--- src/rtl/ram_arbiter_pkg.sv ---
// Shared widths, the owner encoding and the debug view of the two-master RAM arbiter.
package ram_arbiter_pkg;

    localparam int ARB_ADDR_W     = 32;
    localparam int ARB_DATA_W     = 32;
    localparam int ARB_SEL_W      = 4;
    localparam int ARB_STARVE_LIM = 4;
    localparam int STARVE_W       = 4;

    typedef enum logic [1:0] {
        OWN_NONE = 2'b00,
        OWN_M0   = 2'b01,
        OWN_M1   = 2'b10
    } owner_e;

    typedef struct packed {
        owner_e              owner;
        logic [STARVE_W-1:0] starve_cnt;
        logic                force_m1;
    } arb_dbg_t;

    function automatic owner_e owner_of(input logic g0, input logic g1);
        owner_e o;
        o = OWN_NONE;
        if (g0) begin
            o = OWN_M0;
        end else if (g1) begin
            o = OWN_M1;
        end
        return o;
    endfunction

endpackage

--- src/rtl/ram_arbiter_if.sv ---
// One master port of the RAM arbiter, seen from the master (master) or the arbiter (slave).
// Handshake: the master raises req with we/addr/sel/wdata and holds them until gnt is high in
// the same cycle; that edge issues the access. A granted read returns rdata with rvalid high for
// exactly the following cycle. Dropping req before gnt is legal and issues nothing.
interface ram_arbiter_if
    import ram_arbiter_pkg::*;
#(
    parameter int ADDR_W = ARB_ADDR_W,
    parameter int DATA_W = ARB_DATA_W,
    parameter int SEL_W  = ARB_SEL_W
) ();

    logic              req;
    logic              we;
    logic [ADDR_W-1:0] addr;
    logic [SEL_W-1:0]  sel;
    logic [DATA_W-1:0] wdata;
    logic              gnt;
    logic              stall;
    logic              rvalid;
    logic [DATA_W-1:0] rdata;

    modport master (
        output req, we, addr, sel, wdata,
        input  gnt, stall, rvalid, rdata
    );

    modport slave (
        input  req, we, addr, sel, wdata,
        output gnt, stall, rvalid, rdata
    );

endinterface

--- src/rtl/arb_starve_cnt.sv ---
// Saturating count of m0 wins taken while m1 was waiting; force_m1 hands the next
// contested slot to m1 once the count reaches the limit.
module arb_starve_cnt
    import ram_arbiter_pkg::*;
#(
    parameter int LIM = ARB_STARVE_LIM
) (
    input  logic                clk,
    input  logic                rst,
    input  logic                inc,
    input  logic                clr,
    output logic [STARVE_W-1:0] cnt,
    output logic                force_m1
);

    localparam logic [STARVE_W-1:0] LIM_C = STARVE_W'(LIM);

    logic [STARVE_W-1:0] cnt_q;
    logic [STARVE_W-1:0] cnt_d;

    // Clear wins over increment: an m1 grant or an idle m1 ends the starvation run.
    always_comb begin
        cnt_d = cnt_q;
        if (clr) begin
            cnt_d = '0;
        end else if (inc && (cnt_q != LIM_C)) begin
            cnt_d = cnt_q + STARVE_W'(1);
        end
    end

    always_ff @(posedge clk or negedge rst) begin
        if (!rst) begin
            cnt_q <= '0;
        end else begin
            cnt_q <= cnt_d;
        end
    end

    assign cnt      = cnt_q;
    assign force_m1 = (cnt_q == LIM_C);

endmodule

--- src/rtl/ram_arbiter.sv ---
// Shares the single-port data RAM between m0 (CPU data port, priority) and m1 (DMA/debug),
// issuing at most one access per cycle and returning registered read data to the winner.
module ram_arbiter
    import ram_arbiter_pkg::*;
#(
    parameter int ADDR_W     = ARB_ADDR_W,
    parameter int DATA_W     = ARB_DATA_W,
    parameter int SEL_W      = ARB_SEL_W,
    parameter int STARVE_LIM = ARB_STARVE_LIM
) (
    input  logic              clk,
    input  logic              rst,
    ram_arbiter_if.slave      m0,
    ram_arbiter_if.slave      m1,
    output logic              ram_ce,
    output logic              ram_we,
    output logic [ADDR_W-1:0] ram_addr,
    output logic [SEL_W-1:0]  ram_sel,
    output logic [DATA_W-1:0] ram_wdata,
    input  logic [DATA_W-1:0] ram_rdata,
    output arb_dbg_t          dbg
);

    logic                m0_gnt;
    logic                m1_gnt;
    logic                force_m1;
    logic [STARVE_W-1:0] starve_cnt;

    owner_e              owner_q;
    owner_e              owner_d;
    logic                m0_rvalid_q;
    logic                m0_rvalid_d;
    logic                m1_rvalid_q;
    logic                m1_rvalid_d;
    logic [DATA_W-1:0]   m0_rdata_q;
    logic [DATA_W-1:0]   m0_rdata_d;
    logic [DATA_W-1:0]   m1_rdata_q;
    logic [DATA_W-1:0]   m1_rdata_d;

    // No access is issued while reset is asserted, so nothing reaches the RAM mid-reset.
    always_comb begin
        m0_gnt = 1'b0;
        m1_gnt = 1'b0;
        if (rst) begin
            if (m0.req && m1.req) begin
                if (force_m1) begin
                    m1_gnt = 1'b1;
                end else begin
                    m0_gnt = 1'b1;
                end
            end else if (m0.req) begin
                m0_gnt = 1'b1;
            end else if (m1.req) begin
                m1_gnt = 1'b1;
            end
        end
    end

    always_comb begin
        ram_ce    = 1'b0;
        ram_we    = 1'b0;
        ram_addr  = '0;
        ram_sel   = '0;
        ram_wdata = '0;
        if (m0_gnt) begin
            ram_ce    = 1'b1;
            ram_we    = m0.we;
            ram_addr  = m0.addr;
            ram_sel   = m0.sel;
            ram_wdata = m0.wdata;
        end else if (m1_gnt) begin
            ram_ce    = 1'b1;
            ram_we    = m1.we;
            ram_addr  = m1.addr;
            ram_sel   = m1.sel;
            ram_wdata = m1.wdata;
        end
    end

    arb_starve_cnt #(
        .LIM (STARVE_LIM)
    ) u_starve_cnt (
        .clk      (clk),
        .rst      (rst),
        .inc      (m0_gnt & m1.req),
        .clr      (m1_gnt | ~m1.req),
        .cnt      (starve_cnt),
        .force_m1 (force_m1)
    );

    // rdata only moves on a read for that master; otherwise it keeps the last read value.
    always_comb begin
        owner_d     = owner_of(m0_gnt, m1_gnt);
        m0_rvalid_d = m0_gnt & ~m0.we;
        m1_rvalid_d = m1_gnt & ~m1.we;
        m0_rdata_d  = m0_rdata_q;
        m1_rdata_d  = m1_rdata_q;
        if (m0_rvalid_d) begin
            m0_rdata_d = ram_rdata;
        end
        if (m1_rvalid_d) begin
            m1_rdata_d = ram_rdata;
        end
    end

    always_ff @(posedge clk or negedge rst) begin
        if (!rst) begin
            owner_q     <= OWN_NONE;
            m0_rvalid_q <= 1'b0;
            m1_rvalid_q <= 1'b0;
            m0_rdata_q  <= '0;
            m1_rdata_q  <= '0;
        end else begin
            owner_q     <= owner_d;
            m0_rvalid_q <= m0_rvalid_d;
            m1_rvalid_q <= m1_rvalid_d;
            m0_rdata_q  <= m0_rdata_d;
            m1_rdata_q  <= m1_rdata_d;
        end
    end

    assign m0.gnt    = m0_gnt;
    assign m0.stall  = m0.req & ~m0_gnt;
    assign m0.rvalid = m0_rvalid_q;
    assign m0.rdata  = m0_rdata_q;

    assign m1.gnt    = m1_gnt;
    assign m1.stall  = m1.req & ~m1_gnt;
    assign m1.rvalid = m1_rvalid_q;
    assign m1.rdata  = m1_rdata_q;

    always_comb begin
        dbg            = '0;
        dbg.owner      = owner_q;
        dbg.starve_cnt = starve_cnt;
        dbg.force_m1   = force_m1;
    end

endmodule

--- src/flat_wrapper.sv ---
// flat-port wrapper written by rule: the top's interface ports become plain ports
module ram_arbiter_flat import ram_arbiter_pkg::*;
#(
    parameter int ADDR_W     = ARB_ADDR_W,
    parameter int DATA_W     = ARB_DATA_W,
    parameter int SEL_W      = ARB_SEL_W,
    parameter int STARVE_LIM = ARB_STARVE_LIM
)
  (clk, rst, ram_ce, ram_we, ram_addr, ram_sel, ram_wdata, ram_rdata, dbg, m0_req, m0_we, m0_addr, m0_sel, m0_wdata, m0_gnt, m0_stall, m0_rvalid, m0_rdata, m1_req, m1_we, m1_addr, m1_sel, m1_wdata, m1_gnt, m1_stall, m1_rvalid, m1_rdata);
  ram_arbiter_if #(.ADDR_W(ADDR_W), .DATA_W(DATA_W), .SEL_W(SEL_W)) m0_i ();
  ram_arbiter_if #(.ADDR_W(ADDR_W), .DATA_W(DATA_W), .SEL_W(SEL_W)) m1_i ();
  input  logic clk;
  input  logic rst;
  output logic ram_ce;
  output logic ram_we;
  output logic [ADDR_W-1:0] ram_addr;
  output logic [SEL_W-1:0] ram_sel;
  output logic [DATA_W-1:0] ram_wdata;
  input  logic [DATA_W-1:0] ram_rdata;
  output arb_dbg_t dbg;
  input wire logic [$bits(m0_i.req)-1:0] m0_req;
  input wire logic [$bits(m0_i.we)-1:0] m0_we;
  input wire logic [$bits(m0_i.addr)-1:0] m0_addr;
  input wire logic [$bits(m0_i.sel)-1:0] m0_sel;
  input wire logic [$bits(m0_i.wdata)-1:0] m0_wdata;
  output wire logic [$bits(m0_i.gnt)-1:0] m0_gnt;
  output wire logic [$bits(m0_i.stall)-1:0] m0_stall;
  output wire logic [$bits(m0_i.rvalid)-1:0] m0_rvalid;
  output wire logic [$bits(m0_i.rdata)-1:0] m0_rdata;
  input wire logic [$bits(m1_i.req)-1:0] m1_req;
  input wire logic [$bits(m1_i.we)-1:0] m1_we;
  input wire logic [$bits(m1_i.addr)-1:0] m1_addr;
  input wire logic [$bits(m1_i.sel)-1:0] m1_sel;
  input wire logic [$bits(m1_i.wdata)-1:0] m1_wdata;
  output wire logic [$bits(m1_i.gnt)-1:0] m1_gnt;
  output wire logic [$bits(m1_i.stall)-1:0] m1_stall;
  output wire logic [$bits(m1_i.rvalid)-1:0] m1_rvalid;
  output wire logic [$bits(m1_i.rdata)-1:0] m1_rdata;
  assign m0_i.req = m0_req;
  assign m0_i.we = m0_we;
  assign m0_i.addr = m0_addr;
  assign m0_i.sel = m0_sel;
  assign m0_i.wdata = m0_wdata;
  assign m0_gnt = m0_i.gnt;
  assign m0_stall = m0_i.stall;
  assign m0_rvalid = m0_i.rvalid;
  assign m0_rdata = m0_i.rdata;
  assign m1_i.req = m1_req;
  assign m1_i.we = m1_we;
  assign m1_i.addr = m1_addr;
  assign m1_i.sel = m1_sel;
  assign m1_i.wdata = m1_wdata;
  assign m1_gnt = m1_i.gnt;
  assign m1_stall = m1_i.stall;
  assign m1_rvalid = m1_i.rvalid;
  assign m1_rdata = m1_i.rdata;
  ram_arbiter #(.ADDR_W(ADDR_W), .DATA_W(DATA_W), .SEL_W(SEL_W), .STARVE_LIM(STARVE_LIM)) u_core (.clk(clk), .rst(rst), .m0(m0_i), .m1(m1_i), .ram_ce(ram_ce), .ram_we(ram_we), .ram_addr(ram_addr), .ram_sel(ram_sel), .ram_wdata(ram_wdata), .ram_rdata(ram_rdata), .dbg(dbg));
endmodule
--- config.mk ---
export PLATFORM = sky130hd
export DESIGN_NAME = ram_arbiter_flat
export DESIGN_NICKNAME = d
export VERILOG_FILES = /design/src/rtl/ram_arbiter_pkg.sv /design/src/rtl/ram_arbiter_if.sv /design/src/rtl/arb_starve_cnt.sv /design/src/rtl/ram_arbiter.sv /design/src/flat_wrapper.sv
export SDC_FILE = /design/constraint.sdc
export NUM_CORES = 1
export LEC_CHECK = 0
export CELL_PAD_IN_SITES_DETAIL_PLACEMENT = 1
export CELL_PAD_IN_SITES_GLOBAL_PLACEMENT = 1
export CORE_MARGIN = 2
export CORE_UTILIZATION = 22
export DETAILED_ROUTE_END_ITERATION = 10
export HOLD_SLACK_MARGIN = 0.05
export PLACE_DENSITY = 0.83
export SKIP_CTS_REPAIR_TIMING = 1
export SLEW_MARGIN = 30
export SYNTH_ARGS = -nofsm -noshare
export SYNTH_HDL_FRONTEND = slang
export SYNTH_SLANG_ARGS = --single-unit
--- constraint.sdc ---
create_clock -name clk -period 3.2 [get_ports clk]
set_input_delay 0.96 -clock clk [delete_from_list [all_inputs] [get_ports clk]]
set_output_delay 0.96 -clock clk [all_outputs]
set_load 0.02 [all_outputs]
## Word-level counts from Yosys, hierarchy flattened

Index checks and enable logic that the tools add are counted.

| storage, ports and cells | value |
|---|---|
| register bits after elaboration | 72 |
| input bits | 174 |
| output and inout port bits | 147 |

| cells by class | value |
|---|---|
| add/subtract/negate cells | 1 |
| equality and inequality tests | 2 |
| mux-type cells | 23 |
| bitwise operators | 11 |
| reductions and logical operators | 3 |

Operators by type and width:

| kind | number |
|---|---|
| two-way mux 32 bit | 4 |
| two-way mux 4 bit | 4 |
| two-way mux 1 bit | 13 |
| AND 1 bit | 5 |
| NOT 1 bit | 5 |
| adder 4 x 1 -> 4 bit, second input constant | 1 |
| equality test 4 x 3 -> 1 bit, second input constant | 1 |
| two-way mux 2 bit | 2 |
| != test 4 x 3 -> 1 bit, second input constant | 1 |
| logical AND 1 bit | 2 |
| nonzero test 2 bit | 1 |
| OR 1 bit | 1 |

## Longest topological paths before layout

| depth | value |
|---|---|
| depth after elaboration | 8 |
| depth in mapped cells | 7 |

## Hierarchy

A second synthesis with hierarchy kept.

| second synthesis, totals | value |
|---|---|
| cells, all modules | 262 |
| area, all modules | 3500.9 um^2 |

Modules (own cells, without submodules):

| module | times used | cells each | area an instance (um^2) | seq. area each (um^2) |
|---|---|---|---|---|
| ram_arbiter | 1 | 238 | 3266.9 | 1701.6 |
| arb_starve_cnt | 1 | 24 | 234.0 | 100.1 |

## Worst setup path before layout

No wires, ideal clock.

| path | value |
|---|---|
| path kind | in2out |
| start point | in m0_req |
| end point | out ram_we |
| data arrival time | 2220 ps |
| required time | 2240 ps |
| slack | 20 ps |
| stages on the path | 5 |
| path through | buf_2 > nand2_1 > a21oi_2 > buf_2 > mux2i_1 |

| on the way | value |
|---|---|
| elaborated cells on any way between the ends | 9 |
| those cells by class | mux: 8; reduce/logical: 1 |

RTL lines:

| item | line | text |
|---|---|---|
| start, declared | flat_wrapper.sv:21 | `input wire logic [$bits(m0_i.req)-1:0] m0_req;` |
| two-way mux 1 bit or logical AND 1 bit (tied branches) | ram_arbiter.sv:51, ram_arbiter.sv:45 |  |
| two-way mux 1 bit (*) | ram_arbiter.sv:45 | `if (m0.req && m1.req) begin` |
| two-way mux 1 bit (*) | ram_arbiter.sv:44 | `if (rst) begin` |
| net m0_gnt | flat_wrapper.sv:26 | `output wire logic [$bits(m0_i.gnt)-1:0] m0_gnt;` |
| two-way mux 1 bit (*) | ram_arbiter.sv:65 | `if (m0_gnt) begin` |
| end, declared | flat_wrapper.sv:15 | `output logic ram_we;` |

The timed path passes the listed nets; every way through them passes the cells marked *.

## Final worst setup path

| path | value |
|---|---|
| start point | in m1_req |
| end point | out ram_addr[29] |

| on the way | value |
|---|---|
| longest elaborated chain between the ends | 6 |
| elaborated cells on any way between the ends | 9 |
| those cells by class | mux: 8; reduce/logical: 1 |

Ends and longest elaborated chain:

| item | line | text |
|---|---|---|
| start, declared | flat_wrapper.sv:30 | `input wire logic [$bits(m1_i.req)-1:0] m1_req;` |
| two-way mux 1 bit | ram_arbiter.sv:53 | `end else if (m1.req) begin` |
| two-way mux 1 bit | ram_arbiter.sv:51 | `end else if (m0.req) begin` |
| two-way mux 1 bit | ram_arbiter.sv:45 |  |
| two-way mux 1 bit | ram_arbiter.sv:44 |  |
| two-way mux 32 bit | ram_arbiter.sv:71 | `end else if (m1_gnt) begin` |
| two-way mux 32 bit (*) | ram_arbiter.sv:65 |  |
| end, declared | flat_wrapper.sv:16 | `output logic [ADDR_W-1:0] ram_addr;` |

Every way passes the cells marked *; elsewhere a longest branch is shown, timed or not.

==> flow_summary.yaml <==
critical_path:
  worst_ep_arrival_time_ps: 2180
  reg2reg_from: "u_core.u_starve_cnt.cnt[1]$_DFFE_PN0P_"
  rr_worst_depth: 7
  crit_required_ps: 2240
  crit_slowest_cell: "dlymetal6s2s_1"
  worstPathMaxFanout: 22
  worstSetupPathType: "in2out"
  critical_path_buf_inv_count: 5
  startpoint_type: "input port"
  cpPeakStageDelay_ps: 230
  cp_top_family: "buffers and inverters"
  timing.rr.end: "u_core.m1.rdata[27]$_DFFE_PN0P_"
  crit_chain: "dlymetal6s2s_1 -> buf_4 -> a21oi_4 -> buf_4 -> buf_12 -> a22o_1 -> dlymetal6s2s_1"
  r2r_slack_ps: 1140
  crit_path_end_kind: "output pin"
power:
  combPwrFrac_pct: 39.2
  power_mw: 3.398
  clkPwrFrac_pct: 26.1
  internal_power_mw: 2.355
  ir_drop_mv: 0.2671
  p_leak_nw: 3.654
  p_sw_share_pct: 30.70
  switchingPower_mw: 1.043
  seq_power_share_pct: 34.6
  p_per_area_mw_per_mm2: 458.1
floorplan:
  io-pin-count: 321
  start_util_pct: 22.32
  die_h_um: 130.3
  rows: 46
  dieWidth_um: 130.3
  die-area_mm2: 0.01697
  coreArea_mm2: 0.01571
clocking:
  cts_num_sinks: 72
  numCtsBuffers: 9
  cts_buffer_depth: 2
  cts_root_buffer: "clkbuf_16"
  cts_tree: "done"
  clk_latency_ps: 330
  htree_levels: 3
  clkSlewWorstSetupHoldPaths_ps: 60
synth:
  syn_nets: 438
  synth.avg_cell_area_um2: 13.39
  syn_area_mm2: 0.003507
  postSynthCellCount: 262
  ys.flop_type: "dfrtp_1"
  ys_ff_latch: 72
  yosysWarnings: 0
  yosysSeqAreaShare_pct: 51.37
  synth_cell_type_count: 26
  async_flop_share_pct: 100.0
  synth-edff-count: 0
placement:
  io_buffers: 320
  dp_hpwl_mm: 13.96
  place_congestion: 0.8132
global_routing:
  grt_first_pass_wirelength_mm: 23.51
  grt_max_degree: 63
  first_global_vias: 3963
  gr-total-overflow: 0
  busiest_layer: "met2"
  use_met3_pct: 6.765
  grt_use_met1_pct: 21.12
  grt_use_met2_pct: 33.17
  grt_usage_pct: 18.80
  antenna_found_initial: 0
drt:
  drt_pass1_iterations: 4
  via_count: 3685
  dr.first_iter.drc_count: 103
  detail-route-antenna-nets: 0
  routed_wl_mm: 17.64
  wire_per_inst_um: 21.59
  viasPerCell: 4.510
  drcViolationCount: 0
cells_and_area:
  nets: 772
  fillCellCount: 1669
  multi_input_area_mm2: 0.001589
  drive_above_1_share_pct: 24.46
  regArea_mm2: 0.001802
  diodes: 0
  area_growth_pct: 111.5
job:
  maxCapViolations: 0
min_path:
  hold_path.class: "reg2reg"
  whs_endpoint: "u_core.m1.rdata[20]$_DFFE_PN0P_"
  hold_start: "u_core.m1.rdata[20]$_DFFE_PN0P_"
  hold-path-cell-count: 1
timing:
  worst_pin_slew_ps: 787.0
  final.period_utilization_pct: 97.97
  skew_ps: 10.53
  relSlewSlack_pct: 47.53
  max_freq_mhz: 319.0
  hold_viol: 0
  hold_ws_ps: 500.8
  period_needed_ps: 3135
  setup_viol: 0
  final-max-slew-violation-count: 0
run_status:
  outcome: "finished, final reports clean"
-- cells in the mapped netlist, types with 2 or more instances --
| cell | n | share of area, % |
|---|---|---|
| ha_1 | 2 | 0.71 |
| a21oi_2 | 2 | 0.50 |
| o21ai_0 | 2 | 0.29 |
| mux2_2 | 61 | 20 |
| clkbuf_1 | 12 | 1.3 |
| nand3_1 | 2 | 0.29 |
| inv_1 | 5 | 0.54 |
| nand2_1 | 5 | 0.54 |
| a21oi_1 | 2 | 0.29 |
| a22o_1 | 68 | 17 |
| buf_2 | 4 | 0.57 |
| a31oi_1 | 2 | 0.36 |
| buf_6 | 6 | 1.9 |
| dfrtp_1 | 72 | 51 |
| nor2b_1 | 3 | 0.54 |
| mux2_1 | 3 | 0.96 |
| a211oi_4 | 2 | 1.1 |
-- final cells by class --
cell class,instances,area share (%)
Inverter,6,0.3373
Tap cell,216,3.643
Clock inverter,4,0.2699
Timing Repair Buffer,346,46.72
Clock buffer,12,3.323
Sequential cell,72,24.29
Multi-Input combinational cell,161,21.42
-- cell usage in the layout (no fill, tap or decap) --
cell and n:
clkdlybuf4s50_1 243, a211oi_4 2, nand3_1 2, mux2_1 3, a22o_1 65, dfrtp_1 72, clkbuf_1 2, nand2_1 4
o21a_1 1, nor2b_1 3, o21ai_0 2, clkbuf_2 24, clkbuf_8 1, a21oi_4 2, dlymetal6s2s_1 42, buf_4 22
inv_4 1, and3_1 1, buf_2 2, a31oi_1 2, clkinv_2 4, a22o_4 3, buf_6 6, nand3b_4 1
ha_2 1, buf_12 6, clkbuf_16 10, ha_1 1, mux2_2 61, nand3b_1 1, o22ai_1 1, nand2_2 1
mux2i_1 1, a21oi_1 2, inv_1 5, nand2b_1 1
-- worst reg2reg max path: stages, from the launching register on --
cell and delay [ps]:
dfrtp_1 420, inv_1 100, ha_2 190, nand3b_4 120
buf_4 190, a211oi_4 270, buf_12 260, mux2_2 390
-- power groups by stage --
stage	logic, mW	clock network, mW	registers, mW
floorplan	0.324	0	1.39
global placement	1.32	0	1.18
detailed placement	1.35	0	1.19
CTS	1.35	0.924	1.18
global route	1.40	0.967	1.20
finish	1.33	0.888	1.18
-- logic make-up after synthesis --
group | share of synthesized area [%]
AOI/OAI and AO/OA | 19.94
DFF | 51.37
muxes | 20.83
buffers and inverters | 4.638
and+or+nand+nor | 2.498
adders and majority gates | 0.7134
-- worst max-delay path by stage --
| stage | start | to | depth (start not counted) |
|---|---|---|---|
| 5_1_grt | u_core.u_starve_cnt.cnt[1]$_DFFE_PN0P_ | ram_wdata[16] | 10 |
| 6_report | m1_req | ram_addr[29] | 7 |
| 4_1_cts | m1_req | ram_addr[4] | 6 |
| 3_3_place_gp | m0_req | ram_wdata[18] | 6 |
| 3_5_place_dp | m1_req | ram_addr[4] | 6 |
| 2_1_floorplan | m0_req | ram_we | 5 |
-- stage by stage --
step	utilization, %	TNS (ps)	cells	worst slack [ps]	area [µm²]
floorplan	-	0	262	19.54	3507
global placement	44.95	-38440	795	-600.6	7063
detailed placement	44.95	-40170	795	-623.6	7063
CTS	46.65	-40710	811	-635.2	7330
global route	47.21	-17.86	817	-8.298	7418
finish	47.21	0	817	64.91	7418
-- layer usage --
layer / wire length (µm) / part of all wire, %
met5: 0 / 0
met4: 377 / 2.1
met3: 1564 / 8.9
met2: 9217 / 52
met1: 6477 / 37
-- registers in the layout, indices dropped and copies added (netlist names) --
register	flops
u_core.m0.rdata	32
u_core.m1.rdata	32
u_core.u_starve_cnt.cnt	4
u_core.owner_q	2
u_core.m0.rvalid	1
u_core.m1.rvalid	1
Note: power is estimated with default switching activity, not from simulation.
